### src/rtl/pm_fetch_queue_pkg.sv
`default_nettype none
// ============================================================================
//  Module      : pm_fetch_queue_pkg
//  Description : Shared defaults, the prefetch FIFO entry layout and a width
//                helper for the program-memory fetch queue.
//  Revision    : 1.0 - initial release
// ============================================================================
package pm_fetch_queue_pkg;

    localparam int c_pm_def_aw    = 16;
    localparam int c_pm_def_iw    = 32;
    localparam int c_pm_def_depth = 4;

    // One buffered fetch: the instruction word together with its address
    typedef struct packed {
        logic [c_pm_def_aw-1:0] addr;
        logic [c_pm_def_iw-1:0] ins;
    } pm_entry_t;

    // Width needed to hold an occupancy value in the range 0..depth
    function automatic int pm_count_width(input int depth);
        return $clog2(depth + 1);
    endfunction

endpackage
`default_nettype wire

### src/rtl/pm_fetch_queue_if.sv
`default_nettype none
// ============================================================================
//  Module      : pm_fetch_queue_if
//  Description : Control, instruction-memory and decode-side signals of the
//                fetch queue. master = fetch queue, slave = its environment.
//  Revision    : 1.0 - initial release
// ============================================================================
interface pm_fetch_queue_if #(
    parameter int AW    = pm_fetch_queue_pkg::c_pm_def_aw,
    parameter int IW    = pm_fetch_queue_pkg::c_pm_def_iw,
    parameter int DEPTH = pm_fetch_queue_pkg::c_pm_def_depth
);
    localparam int c_cw = pm_fetch_queue_pkg::pm_count_width(DEPTH);

    // Redirect and flow control from the pipeline
    logic [AW-1:0]   jmp_loc;
    logic            pc_mux_sel;
    logic            stall;
    logic            stall_pm;

    // Instruction memory port
    logic            imem_req;
    logic [AW-1:0]   imem_addr;
    logic [IW-1:0]   imem_data;

    // Decode side
    logic [IW-1:0]   ins;
    logic [AW-1:0]   current_address;
    logic            ins_valid;
    logic [c_cw-1:0] fifo_count;

    modport master (
        input  jmp_loc, pc_mux_sel, stall, stall_pm, imem_data,
        output imem_req, imem_addr, ins, current_address, ins_valid, fifo_count
    );

    modport slave (
        output jmp_loc, pc_mux_sel, stall, stall_pm, imem_data,
        input  imem_req, imem_addr, ins, current_address, ins_valid, fifo_count
    );

endinterface
`default_nettype wire

### src/rtl/pm_fetch_queue_fifo.sv
`default_nettype none
// ============================================================================
//  Module      : pm_fetch_queue_fifo
//  Description : Register FIFO with push, pop, synchronous flush and count.
//                The head entry lives in its own register so the outputs are
//                purely registered and hold their last value when empty.
//  Revision    : 1.0 - initial release
// ============================================================================
module pm_fetch_queue_fifo
    import pm_fetch_queue_pkg::*;
#(
    parameter int  DEPTH = c_pm_def_depth,
    parameter type T     = pm_entry_t
) (
    input  logic                              clk,
    input  logic                              rst,
    input  logic                              i_flush,
    input  logic                              i_push,
    input  T                                  i_push_data,
    input  logic                              i_pop,
    output T                                  o_head_data,
    output logic                              o_head_valid,
    output logic [pm_count_width(DEPTH)-1:0]  o_count
);

    localparam int c_cw = pm_count_width(DEPTH);
    localparam int c_pw = (DEPTH > 1) ? $clog2(DEPTH) : 1;

    T                r_mem [DEPTH];
    T                r_head;
    T                w_head_n;
    logic [c_pw-1:0] r_wr_ptr;
    logic [c_pw-1:0] r_rd_ptr;
    logic [c_pw-1:0] w_rd_next;
    logic [c_cw-1:0] r_count;
    logic [c_cw-1:0] w_count_n;
    logic            w_empty;
    logic            w_full;
    logic            w_pop_ok;
    logic            w_push_ok;

    assign w_empty   = (r_count == '0);
    assign w_full    = (r_count == c_cw'(DEPTH));
    assign w_pop_ok  = i_pop && !w_empty;
    // A push into a full FIFO is only legal when the head leaves in the same cycle
    assign w_push_ok = i_push && (!w_full || w_pop_ok);
    assign w_rd_next = r_rd_ptr + c_pw'(1);

    // Next occupancy: simultaneous push and pop leave it unchanged
    always_comb begin
        w_count_n = r_count;
        if (w_push_ok && !w_pop_ok) begin
            w_count_n = r_count + c_cw'(1);
        end else if (!w_push_ok && w_pop_ok) begin
            w_count_n = r_count - c_cw'(1);
        end
    end

    // Next head: the incoming word when it becomes the only entry, else the
    // successor after a pop; otherwise the head (possibly stale) is held
    always_comb begin
        w_head_n = r_head;
        if (w_push_ok && (w_empty || (w_pop_ok && r_count == c_cw'(1)))) begin
            w_head_n = i_push_data;
        end else if (w_pop_ok && r_count > c_cw'(1)) begin
            w_head_n = r_mem[w_rd_next];
        end
    end

    // Entry storage, no reset needed: occupancy decides which slots are live
    always_ff @(posedge clk) begin
        if (!rst && !i_flush && w_push_ok) begin
            r_mem[r_wr_ptr] <= i_push_data;
        end
    end

    // Pointers, count and head register; flush keeps the last head visible
    always_ff @(posedge clk) begin
        if (rst) begin
            r_wr_ptr <= '0;
            r_rd_ptr <= '0;
            r_count  <= '0;
            r_head   <= '0;
        end else if (i_flush) begin
            r_wr_ptr <= '0;
            r_rd_ptr <= '0;
            r_count  <= '0;
        end else begin
            if (w_push_ok) begin
                r_wr_ptr <= r_wr_ptr + c_pw'(1);
            end
            if (w_pop_ok) begin
                r_rd_ptr <= w_rd_next;
            end
            r_count <= w_count_n;
            r_head  <= w_head_n;
        end
    end

    // Upstream credit must never let the FIFO overflow
    always_ff @(posedge clk) begin
        if (!rst && !i_flush && i_push) begin
            assert (!w_full || w_pop_ok);
        end
    end

    assign o_head_data  = r_head;
    assign o_head_valid = !w_empty;
    assign o_count      = r_count;

endmodule
`default_nettype wire

### src/rtl/pm_fetch_queue.sv
`default_nettype none
// ============================================================================
//  Module      : pm_fetch_queue
//  Description : Program-memory fetch unit: PC generator, jump redirect,
//                credit-based fetch issue to a 1-cycle synchronous memory and
//                a prefetch FIFO feeding decode with a valid/stall handshake.
//  Revision    : 1.0 - initial release
// ============================================================================
module pm_fetch_queue
    import pm_fetch_queue_pkg::*;
#(
    parameter int            AW         = c_pm_def_aw,
    parameter int            IW         = c_pm_def_iw,
    parameter int            DEPTH      = c_pm_def_depth,
    parameter logic [AW-1:0] RESET_ADDR = '0,
    parameter int            PC_STEP    = 1
) (
    input  logic             clk,
    input  logic             reset,
    pm_fetch_queue_if.master bus
);

    localparam int c_cw = pm_count_width(DEPTH);
    localparam int c_ow = c_cw + 1;

    typedef struct packed {
        logic [AW-1:0] addr;
        logic [IW-1:0] ins;
    } entry_t;

    logic [AW-1:0]   r_pc;
    logic [AW-1:0]   r_req_addr;
    logic            r_inflight;
    logic [c_cw-1:0] w_count;
    logic [c_ow-1:0] w_occupancy;
    logic            w_credit_ok;
    logic            w_req;
    logic            w_push;
    logic            w_pop;
    logic            w_head_valid;
    entry_t          w_head;
    entry_t          w_push_data;

    // Buffered plus outstanding words; a same-cycle dequeue is not credited
    assign w_occupancy = {1'b0, w_count} + c_ow'(r_inflight);
    assign w_credit_ok = (w_occupancy < c_ow'(DEPTH));

    assign w_req = !reset && !bus.pc_mux_sel && !bus.stall_pm && w_credit_ok;

    // A response landing in a redirect cycle belongs to the old stream
    assign w_push      = r_inflight && !bus.pc_mux_sel;
    assign w_pop       = w_head_valid && !bus.stall;
    assign w_push_data = '{addr: r_req_addr, ins: bus.imem_data};

    // PC, outstanding-request flag and the address of that request
    always_ff @(posedge clk) begin
        if (reset) begin
            r_pc       <= RESET_ADDR;
            r_inflight <= 1'b0;
            r_req_addr <= '0;
        end else if (bus.pc_mux_sel) begin
            r_pc       <= bus.jmp_loc;
            r_inflight <= 1'b0;
        end else begin
            r_inflight <= w_req;
            if (w_req) begin
                r_pc       <= r_pc + AW'(PC_STEP);
                r_req_addr <= r_pc;
            end
        end
    end

    pm_fetch_queue_fifo #(
        .DEPTH (DEPTH),
        .T     (entry_t)
    ) u_fifo (
        .clk          (clk),
        .rst          (reset),
        .i_flush      (bus.pc_mux_sel),
        .i_push       (w_push),
        .i_push_data  (w_push_data),
        .i_pop        (w_pop),
        .o_head_data  (w_head),
        .o_head_valid (w_head_valid),
        .o_count      (w_count)
    );

    assign bus.imem_req        = w_req;
    assign bus.imem_addr       = r_pc;
    assign bus.ins             = w_head.ins;
    assign bus.current_address = w_head.addr;
    assign bus.ins_valid       = w_head_valid;
    assign bus.fifo_count      = w_count;

endmodule
`default_nettype wire
### src/flat_wrapper.sv
// flat-port wrapper written by rule: the top's interface ports become plain ports
module pm_fetch_queue_flat import pm_fetch_queue_pkg::*;
#(
    parameter int            AW         = c_pm_def_aw,
    parameter int            IW         = c_pm_def_iw,
    parameter int            DEPTH      = c_pm_def_depth,
    parameter logic [AW-1:0] RESET_ADDR = '0,
    parameter int            PC_STEP    = 1
)
  (clk, reset, bus_jmp_loc, bus_pc_mux_sel, bus_stall, bus_stall_pm, bus_imem_data, bus_imem_req, bus_imem_addr, bus_ins, bus_current_address, bus_ins_valid, bus_fifo_count);
  pm_fetch_queue_if #(.AW(AW), .IW(IW), .DEPTH(DEPTH)) bus_i ();
  input  logic clk;
  input  logic reset;
  input wire logic [$bits(bus_i.jmp_loc)-1:0] bus_jmp_loc;
  input wire logic [$bits(bus_i.pc_mux_sel)-1:0] bus_pc_mux_sel;
  input wire logic [$bits(bus_i.stall)-1:0] bus_stall;
  input wire logic [$bits(bus_i.stall_pm)-1:0] bus_stall_pm;
  input wire logic [$bits(bus_i.imem_data)-1:0] bus_imem_data;
  output wire logic [$bits(bus_i.imem_req)-1:0] bus_imem_req;
  output wire logic [$bits(bus_i.imem_addr)-1:0] bus_imem_addr;
  output wire logic [$bits(bus_i.ins)-1:0] bus_ins;
  output wire logic [$bits(bus_i.current_address)-1:0] bus_current_address;
  output wire logic [$bits(bus_i.ins_valid)-1:0] bus_ins_valid;
  output wire logic [$bits(bus_i.fifo_count)-1:0] bus_fifo_count;
  assign bus_i.jmp_loc = bus_jmp_loc;
  assign bus_i.pc_mux_sel = bus_pc_mux_sel;
  assign bus_i.stall = bus_stall;
  assign bus_i.stall_pm = bus_stall_pm;
  assign bus_i.imem_data = bus_imem_data;
  assign bus_imem_req = bus_i.imem_req;
  assign bus_imem_addr = bus_i.imem_addr;
  assign bus_ins = bus_i.ins;
  assign bus_current_address = bus_i.current_address;
  assign bus_ins_valid = bus_i.ins_valid;
  assign bus_fifo_count = bus_i.fifo_count;
  pm_fetch_queue #(.AW(AW), .IW(IW), .DEPTH(DEPTH), .RESET_ADDR(RESET_ADDR), .PC_STEP(PC_STEP)) u_core (.clk(clk), .reset(reset), .bus(bus_i));
endmodule
### config.mk
export PLATFORM = sky130hd
export DESIGN_NAME = pm_fetch_queue_flat
export DESIGN_NICKNAME = d
export VERILOG_FILES = /design/src/rtl/pm_fetch_queue_pkg.sv /design/src/rtl/pm_fetch_queue_if.sv /design/src/rtl/pm_fetch_queue_fifo.sv /design/src/rtl/pm_fetch_queue.sv /design/src/flat_wrapper.sv
export SDC_FILE = /design/constraint.sdc
export NUM_CORES = 1
export LEC_CHECK = 0
export ABC_CLOCK_PERIOD_IN_PS = 5700
export CORE_UTILIZATION = 50
export CTS_BUF_LIST = sky130_fd_sc_hd__clkbuf_4 sky130_fd_sc_hd__clkbuf_8
export CTS_CLUSTER_DIAMETER = 200
export DETAILED_ROUTE_END_ITERATION = 12
export GPL_ROUTABILITY_DRIVEN = 0
export GPL_TIMING_DRIVEN = 0
export PLACE_DENSITY_LB_ADDON = 0.25
export SETUP_SLACK_MARGIN = 0.3
export SLEW_MARGIN = 30
export SYNTH_ARGS = -nofsm -noshare
export SYNTH_HDL_FRONTEND = slang
export SYNTH_SLANG_ARGS = --single-unit
export TNS_END_PERCENT = 50
### constraint.sdc
create_clock -name clk -period 5.7 [get_ports clk]
set_input_delay 1.425 -clock clk [delete_from_list [all_inputs] [get_ports clk]]
set_output_delay 1.425 -clock clk [all_outputs]
set_load 0.02 [all_outputs]
==> results of run 1 <==
## cell type report
type / instances / area, sq um
Buffer: 65 / 285
Clock buffer: 61 / 777
Clock inverter: 22 / 126
Fill cell: 1616 / 8180
Inverter: 15 / 56.3
Multi-Input combinational cell: 432 / 3390
Sequential cell: 280 / 7530
Tap cell: 280 / 350
Timing Repair Buffer: 123 / 1270
## power by group
group,total [mW],switching (mW),internal (mW)
logic,0.236,0.131,0.105
registers,2.22,0.0274,2.19
clock network,1.70,0.766,0.933
## how the worst min path moves through the flow
stage,startpoint,end,slack [ns],cells after the start
6_report,u_core.u_fifo.r_wr_ptr[1],u_core.u_fifo.r_wr_ptr[1],0.50,2
5_1_grt,u_core.u_fifo.r_wr_ptr[1],u_core.u_fifo.r_wr_ptr[1],0.53,2
4_1_cts,u_core.u_fifo.r_wr_ptr[1],u_core.u_fifo.r_wr_ptr[1],0.51,2
3_5_place_dp,u_core.u_fifo.r_wr_ptr[1],u_core.u_fifo.r_wr_ptr[1],0.50,2
3_3_place_gp,u_core.u_fifo.r_wr_ptr[1],u_core.u_fifo.r_wr_ptr[1],0.49,2
2_1_floorplan,u_core.u_fifo.r_wr_ptr[1],u_core.u_fifo.r_wr_ptr[1],0.47,2
## through the flow
| stage | cells | hold slack, ns | area (sq um) |
|---|---|---|---|
| 2_1_floorplan | 792 | 0.469 | 11200 |
| 3_3_place_gp | 1191 | 0.491 | 12800 |
| 3_5_place_dp | 1195 | 0.497 | 12900 |
| 4_1_cts | 1278 | 0.506 | 13800 |
| 5_1_grt | 1278 | 0.526 | 13800 |
| 6_report | 1278 | 0.503 | 13800 |
## worst max-delay path, stage by stage
cell             delay, ns
clkdlybuf4s50_1       0.54
nor4_4                0.35
nand2_1               0.12
clkbuf_1              0.24
inv_2                 0.23
buf_2                 0.24
clkdlybuf4s50_1       0.63
## synthesized netlist by cell type, drive strengths merged (2+ instances only)
library cell / n / share of area (%)
buf: 23 / 1.1
nor3b: 2 / 0.13
a32oi: 2 / 0.16
o211a: 2 / 0.18
a22oi: 2 / 0.13
xnor2: 2 / 0.16
mux4: 48 / 9.6
inv: 14 / 0.47
a31oi: 11 / 0.61
nand4: 3 / 0.17
and2: 6 / 0.33
a311oi: 48 / 3.7
a21oi: 27 / 1.2
o311ai: 5 / 0.39
ha: 9 / 1.0
edfxtp: 192 / 51
nand2: 142 / 4.7
nor3: 6 / 0.27
nor2b: 4 / 0.22
o21ai: 6 / 0.27
dfxtp: 88 / 16
and4: 2 / 0.16
or4: 8 / 0.57
a211oi: 50 / 3.3
nor2: 8 / 0.27
nor4: 4 / 0.22
o211ai: 4 / 0.27
clkbuf: 42 / 1.4
and3: 6 / 0.33
nand3b: 2 / 0.13
or3: 2 / 0.11
nand3: 11 / 0.49
## flip-flops by register name, summed over array words and instances (netlist names)
signal	cells
u_core.u_fifo.r_rd_ptr	2
u_core.r_req_addr	16
u_core.u_fifo.o_head_data	48
u_core.u_fifo.r_mem	192
u_core.bus.imem_addr	16
u_core.u_fifo.o_count	3
u_core.r_inflight	1
u_core.u_fifo.r_wr_ptr	2
## cell families (layout without fill, tap and decap cells)
family / count (synthesis) / count (layout) / share of synthesized area [%]
DFF: 280 / 280 / 67.0
muxes: 48 / 48 / 9.62
and+or+nand+nor: 208 / 208 / 8.29
adders and majority gates: 9 / 9 / 1.00
AOI/OAI and AO/OA: 164 / 164 / 10.8
xor gates and xnor gates: 3 / 3 / 0.234
buffers and inverters: 80 / 286 / 3.04
## per-layer routing
metal	share of wire (%)	GRT usage, %	up-vias
met3	7.0	4.19	32
met2	49	38.3	269
met1	43	31.2	3708
met5	0	0	-
li1	-	-	3444
met4	1.4	5.88	0
## timing repair
action                     in CTS  in global routing
setup endpoints to repair       0                  1
setup buffers                   0                  0
resized for setup               0                  2
==> impl.org, run 1 <==
** Route
- Once detail routing completed, the nets flagged for antenna violations numbered 0.
- In this run, the number of DRC markers left after iteration 0 of detailed routing was between 500 and 600.
- Number of detailed-route iterations in the first pass :: 9
- Dividing the detail-routed wire length by the instance count gives just over 20 um.
- Via count :: ~7500
- Summed over all layers, the routed wires come to between 20 and 30 mm.
- For this run, design rule violations remaining after detail routing come to 10.
- Vias per cell :: approximately 6

** Clock network
- Max Buffers Root-to-Sink :: 3
- TritonCTS built the clock tree.
- Reg clk slew, reported paths :: 0.06 ns
- Num CTS Buffers :: 45
- The tree is rooted in a clkbuf_8.
- Hold-fix buffer count after cts :: 0
- Sinks on Clock Net :: 280
- The H-tree was split into 2 levels.
- The later pin in the worst-skew pair is clocked with a latency of 0.55 ns.

** Global route
- Aggregate global routing overflow :: 0
- Vias in the first global route :: roughly 7700
- Antenna violations before repair :: 0
- Entering global routing, the biggest net connects 38 pins.
- In the global route stage, overall resource usage came out at 22.9%.
- The first global-routing pass estimated a little over 40 mm of wire.

** Power and ir drop
- Power comes to between 4 and 5 mW.
- Total power per unit cell area :: between 300 and 400 mW/mm^2
- VDD sags by at most 160 uV.
- Static power due to leakage :: around 4.4 nW

** Die
- Initial core utilization :: around 51%
- The total area inside the core boundary comes to about 0.022 sq mm.
- Die height :: 152 um
- During I/O placement, the number of pins put on the boundary was 122.
- Horiz. Die Dim :: 152 um
- Row cnt :: 54
- Die outline area :: ~0.023 sq mm

** Finish
- Fraction of layout cells with a size suffix above 1 :: approximately 15%
- The number of antenna diodes in the final layout is 0.
- Once layout is complete, the utilization of the core stands at between 60% and 70%.
- At the end of the flow, the number of nets in the layout was between 1000 and 1500.
- The library cells used most frequently in the layout, excluding fill and tap cells, are 192 x edfxtp_1, 142 x nand2_1, 119 x clkdlybuf4s50_1.
- Relative to the synthesized area, the layout overhead comes to 22.7%.
- Leaving out fill and tap cells, the most frequent cell in the layout is edfxtp_1.

** Worst setup path
- CP arrival :: around 3.8 ns
- The worst setup path is launched from an input port.
- Setup CP Type :: input port to primary output
- For the worst setup path, the data required time is about 4.3 ns.
- Highest fanout seen on the critical path :: 10
- Reg-to-reg endpoint :: u_core.u_fifo.o_head_data[8]
- Crit. End Element :: primary output
- RR Startpoint :: u_core.u_fifo.o_count[0]
- Across all register-to-register paths, the minimum setup slack is between 2 and 3 ns.
- The critical path starts at bus_pc_mux_sel.
- The critical path ends at bus_imem_req.
- Number of cell instances on the worst register-to-register path :: 7

** STA
- Setup violations remaining at the end of the flow were counted as 0.
- Final TNS setup :: 0 ns
- Worst Slack Setup Final :: 0.483 ns
- The final critical path takes up roughly nine tenths of the cycle.
- The max-slew violation count was 0.
- Final setup skew :: 0.0246 ns
- For this run, the top clock speed supported by timing is between 150 and 200 MHz.
- Setup repair after global routing missed its margin :: no
- Final hold vios :: 0
- Tightest Pin Transition :: between 0.8 and 0.9 ns
- Max-Slew Margin vs Limit :: between 40% and 50%
- After layout, the minimum clock period comes to between 5 and 6 ns.

** Placed design
- Dpl ws :: between 0.3 and 0.4 ns
- Post-detailed-placement half-perimeter wirelength :: about 17 mm
- The count of buffers added on input and output ports is between 100 and 150.

** Synth
- The synthesized design contains between 200 and 300 register bits.
- Dominant register cell in the synthesized netlist :: edfxtp_1
- Number of flops mapped to enable cells by yosys :: ~190
- The number of different library cells used by synthesis comes to 50.
- Net count after synthesis :: between 800 and 900
- Synthesized instance count :: slightly below 800
- After synthesis, the share of flip-flops with an asynchronous set or reset is 0%.
- Averaged over all synthesized cells, the footprint is around 14 sq um.
- For this run, the number of Yosys warnings is 0.
- Sequential cells were found to cover 67.0% of the synthesized design area.
- Post-synth design cell area :: roughly 0.011 sq mm

** Flow run
- Max-cap violations in this run came to 0.

** Status
- The flow ran to the end, but the final reports show violations.
- The checks that failed: design-rule violations.

** Worst hold path
- Hold/Removal Path Class :: register to register
(Power assumes the default switching activity.)
==> run 2, diff against run 1 <==
--- a/config.mk
+++ b/config.mk
@@ -13,7 +13,6 @@
 export GPL_ROUTABILITY_DRIVEN = 0
 export GPL_TIMING_DRIVEN = 0
 export PLACE_DENSITY_LB_ADDON = 0.25
-export SETUP_SLACK_MARGIN = 0.3
 export SLEW_MARGIN = 30
 export SYNTH_ARGS = -nofsm -noshare
 export SYNTH_HDL_FRONTEND = slang
==> run 2 against run 1 <==
The flow still finishes with violations (design-rule violations). Clock power about the same. Non-clock buffer count is the same. Total power about the same. Cell count did not move. Sequential share of layout area increased by 0.060 points. Global-route usage is the same. Cell area is 0.11% lower. Maximum frequency is 3.4% lower. Setup slack got worse by 0.18 ns. Critical endpoint unchanged. Largest cell class unchanged.
==> impl.org, run 2 (synthesis gave the netlist of run 1 again) <==
** Status
- The flow ran to the end, but the final reports show violations.
- The checks that failed: design-rule violations.

** Clock network
- Buffer count from post-CTS setup fixing :: 0
- After clock tree synthesis, the flow added hold-fix buffers numbering 0.
- CTS built an H-tree with a depth of 2.
- Sinks on Clock Net :: 280
- After clock tree synthesis, the clock-pin slew on the worst setup and hold paths is 0.06 ns.
- The later pin in the worst-skew pair is clocked with a latency of roughly 0.55 ns.
- Max Buffers Root-to-Sink :: 3
- Gates resized during post-CTS repair numbered 0.
- The tree is rooted in a clkbuf_8.
- CTS tree :: built
- Num CTS Buffers :: 45

** Worst setup path
- The startpoint identified for the worst register-to-register timing path is u_core.u_fifo.o_count[0].
- The most critical setup path has its startpoint at bus_pc_mux_sel.
- CP arrival :: 3.98 ns
- Critical Path Most Common Cell :: clkdlybuf4s50_1
- For this run, the slowest stage of the critical path takes 0.64 ns.
- Crit path max-delay cell type :: clkdlybuf4s50_1
- Broken down by cell family, the worst path's largest delay share belongs to buffers and inverters.
- Setup CP Type :: input port to primary output
- Highest fanout seen on the critical path :: 10
- Walking the worst path, the cells encountered are clkdlybuf4s50_1, nor4_1, nand2_1, clkbuf_1, inv_2, buf_2, clkdlybuf4s50_1.
- The critical path contains buffers and inverters numbering 5 combined.
- At the worst endpoint, the required time is around 4.3 ns.
- Crit. End Element :: primary output
- Startpoint Class :: input port

** Die
- The floorplan step set the die height to 152 um.
- Horiz. Die Dim :: 152 um
- In this run the standard cell core region covers ~0.022 sq mm.
- The die covers 0.0231 sq mm.
- Number of top-level pins :: between 100 and 150
- In this run the core area contains 54 standard-cell rows.
- For this configuration, the core starts out at a cell density of slightly above 50%.

** Placed design
- The count of buffers added on input and output ports is between 100 and 150.
- The number of placed instances, taps included, is 1195.
- Post-detailed-placement half-perimeter wirelength :: 16.6 mm

** Worst hold path
- The worst hold path begins at u_core.u_fifo.r_wr_ptr[1].
- Hold/Removal Path Class :: register to register

** Finish
- Share of the core filled with cells in the final layout :: a little over three fifths
- Most frequent cells in the layout :: 192 x edfxtp_1, 142 x nand2_1, 119 x clkdlybuf4s50_1
- The register with the most flip-flops in the layout has between 150 and 200 of them.
- The area growth from synthesis to layout is 22.6%.
- Number of filler cells placed in the layout :: 1616
- Antenna fix cells :: 0
- The net count of the finished layout is 1024.
- The library cell used most frequently in the layout, excluding fill and tap cells, is edfxtp_1.
- Cells with a size suffix above 1 make up between 15 and 20% of the layout.
- Excluding fillers, the count of instances in the completed layout stands at 1278.
- In the final layout, the multi-input gates occupy 0.00337 sq mm.
- Counting flops per register, the top entry is u_core.u_fifo.r_mem.
- In the final layout, flip-flops and latches occupy between 0.007 and 0.008 sq mm.

** Global route
- Vias in the first global route :: ~7700
- The initial antenna violation count came to 0.
- Entering global routing, the biggest net connects 38 pins.
- For this run the aggregate overflow at the end of global routing stands at 0.
- First-pass GRT wire length :: around 41 mm
- Across every metal layer, demand over resource in global routing totals about 23%.

** STA
- In this run the tightest slew margin relative to its limit is 45.6%.
- Setup total negative slack on the finished layout was measured at 0 ns.
- Period utilization :: between 90 and 100%
- Final setup skew :: 0.0222 ns
- Hold is met by around 0.5 ns.
- The max-slew violation count is 0.
- Final setup vio count :: 0
- The final hold violation count is 0.
- Setup repair after global routing left no endpoint under its margin.
- At the pin with the least slew margin, the transition time is slightly above 0.8 ns.
- Crit path time final :: 5.40 ns
- Fmax :: ~190 MHz

** Route
- Post-route DRC violation count :: 10
- WL final :: approximately 26 mm
- Post-DRT Antenna Nets :: 0
- Number of detailed-route iterations in the first pass :: 10
- Via count :: 7439
- Using the TritonRoute via totals, the vias-per-cell ratio works out to just under 6.
- The detailed router finished its first iteration with 549 violations.
- After detailed routing, the average wire length per cell comes to ~20 um.

** Power and ir drop
- Summed over all cells, the static leakage comes to approximately 4.4 nW.
- Power spread over the standard cell area amounts to between 300 and 400 mW/mm^2.
- The worst-case IR drop observed on VDD is 158 uV.

** Flow run
- Max-cap violations in this run came to 0.
run 2: cell types whose count changed in the layout (fill, tap and decap cells not counted):
cell    previous run  this run
nor4_1             3         4
nor4_4             1         0
run 2: report_power, final:
group | switching (mW) | internal [mW] | total [mW]
registers | 0.0273 | 2.19 | 2.22
logic | 0.131 | 0.104 | 0.235
clock network | 0.764 | 0.933 | 1.70
total | 0.922 | 3.23 | 4.15
run 2: area by class of cell:
type | instances | area share (%)
Sequential cell | 280 | 54.7
Multi-Input combinational cell | 432 | 24.5
Timing Repair Buffer | 123 | 9.23
Clock buffer | 61 | 5.64
Tap cell | 280 | 2.54
Buffer | 65 | 2.07
Clock inverter | 22 | 0.918
Inverter | 15 | 0.409
run 2: through the flow:
step	setup slack, ns	total power [mW]	cell area, sq um
6_report	0.300	4.15	13800
5_1_grt	0.130	4.30	13800
3_3_place_gp	0.370	2.49	12800
2_1_floorplan	1.76	2.37	11200
3_5_place_dp	0.329	2.50	12900
4_1_cts	0.323	4.19	13800
run 2: worst register-to-register path, cell delays in order (launching register included):
cell and delay [ns]:
dfxtp_1 0.48, inv_1 0.12, ha_1 0.27, o31ai_1 0.72, buf_2 0.37, buf_1 0.50, a211oi_1 0.17, a311oi_1 0.27
run 2: per-layer routing:
metal	routed length, um	track usage, %
met1	11100	31.2
met2	12600	38.3
met3	1730	4.19
met4	366	5.88
met5	0	0
run 2: final timing paths:
kind	endpoint	slack [ns]	cells past startpoint
worst min-delay path	u_core.u_fifo.r_wr_ptr[1]	0.50	2
worst max register to register	u_core.u_fifo.o_head_data[8]	2.70	7
worst min register to register	u_core.u_fifo.r_wr_ptr[1]	0.50	2
worst max-delay path	bus_imem_req	0.30	7
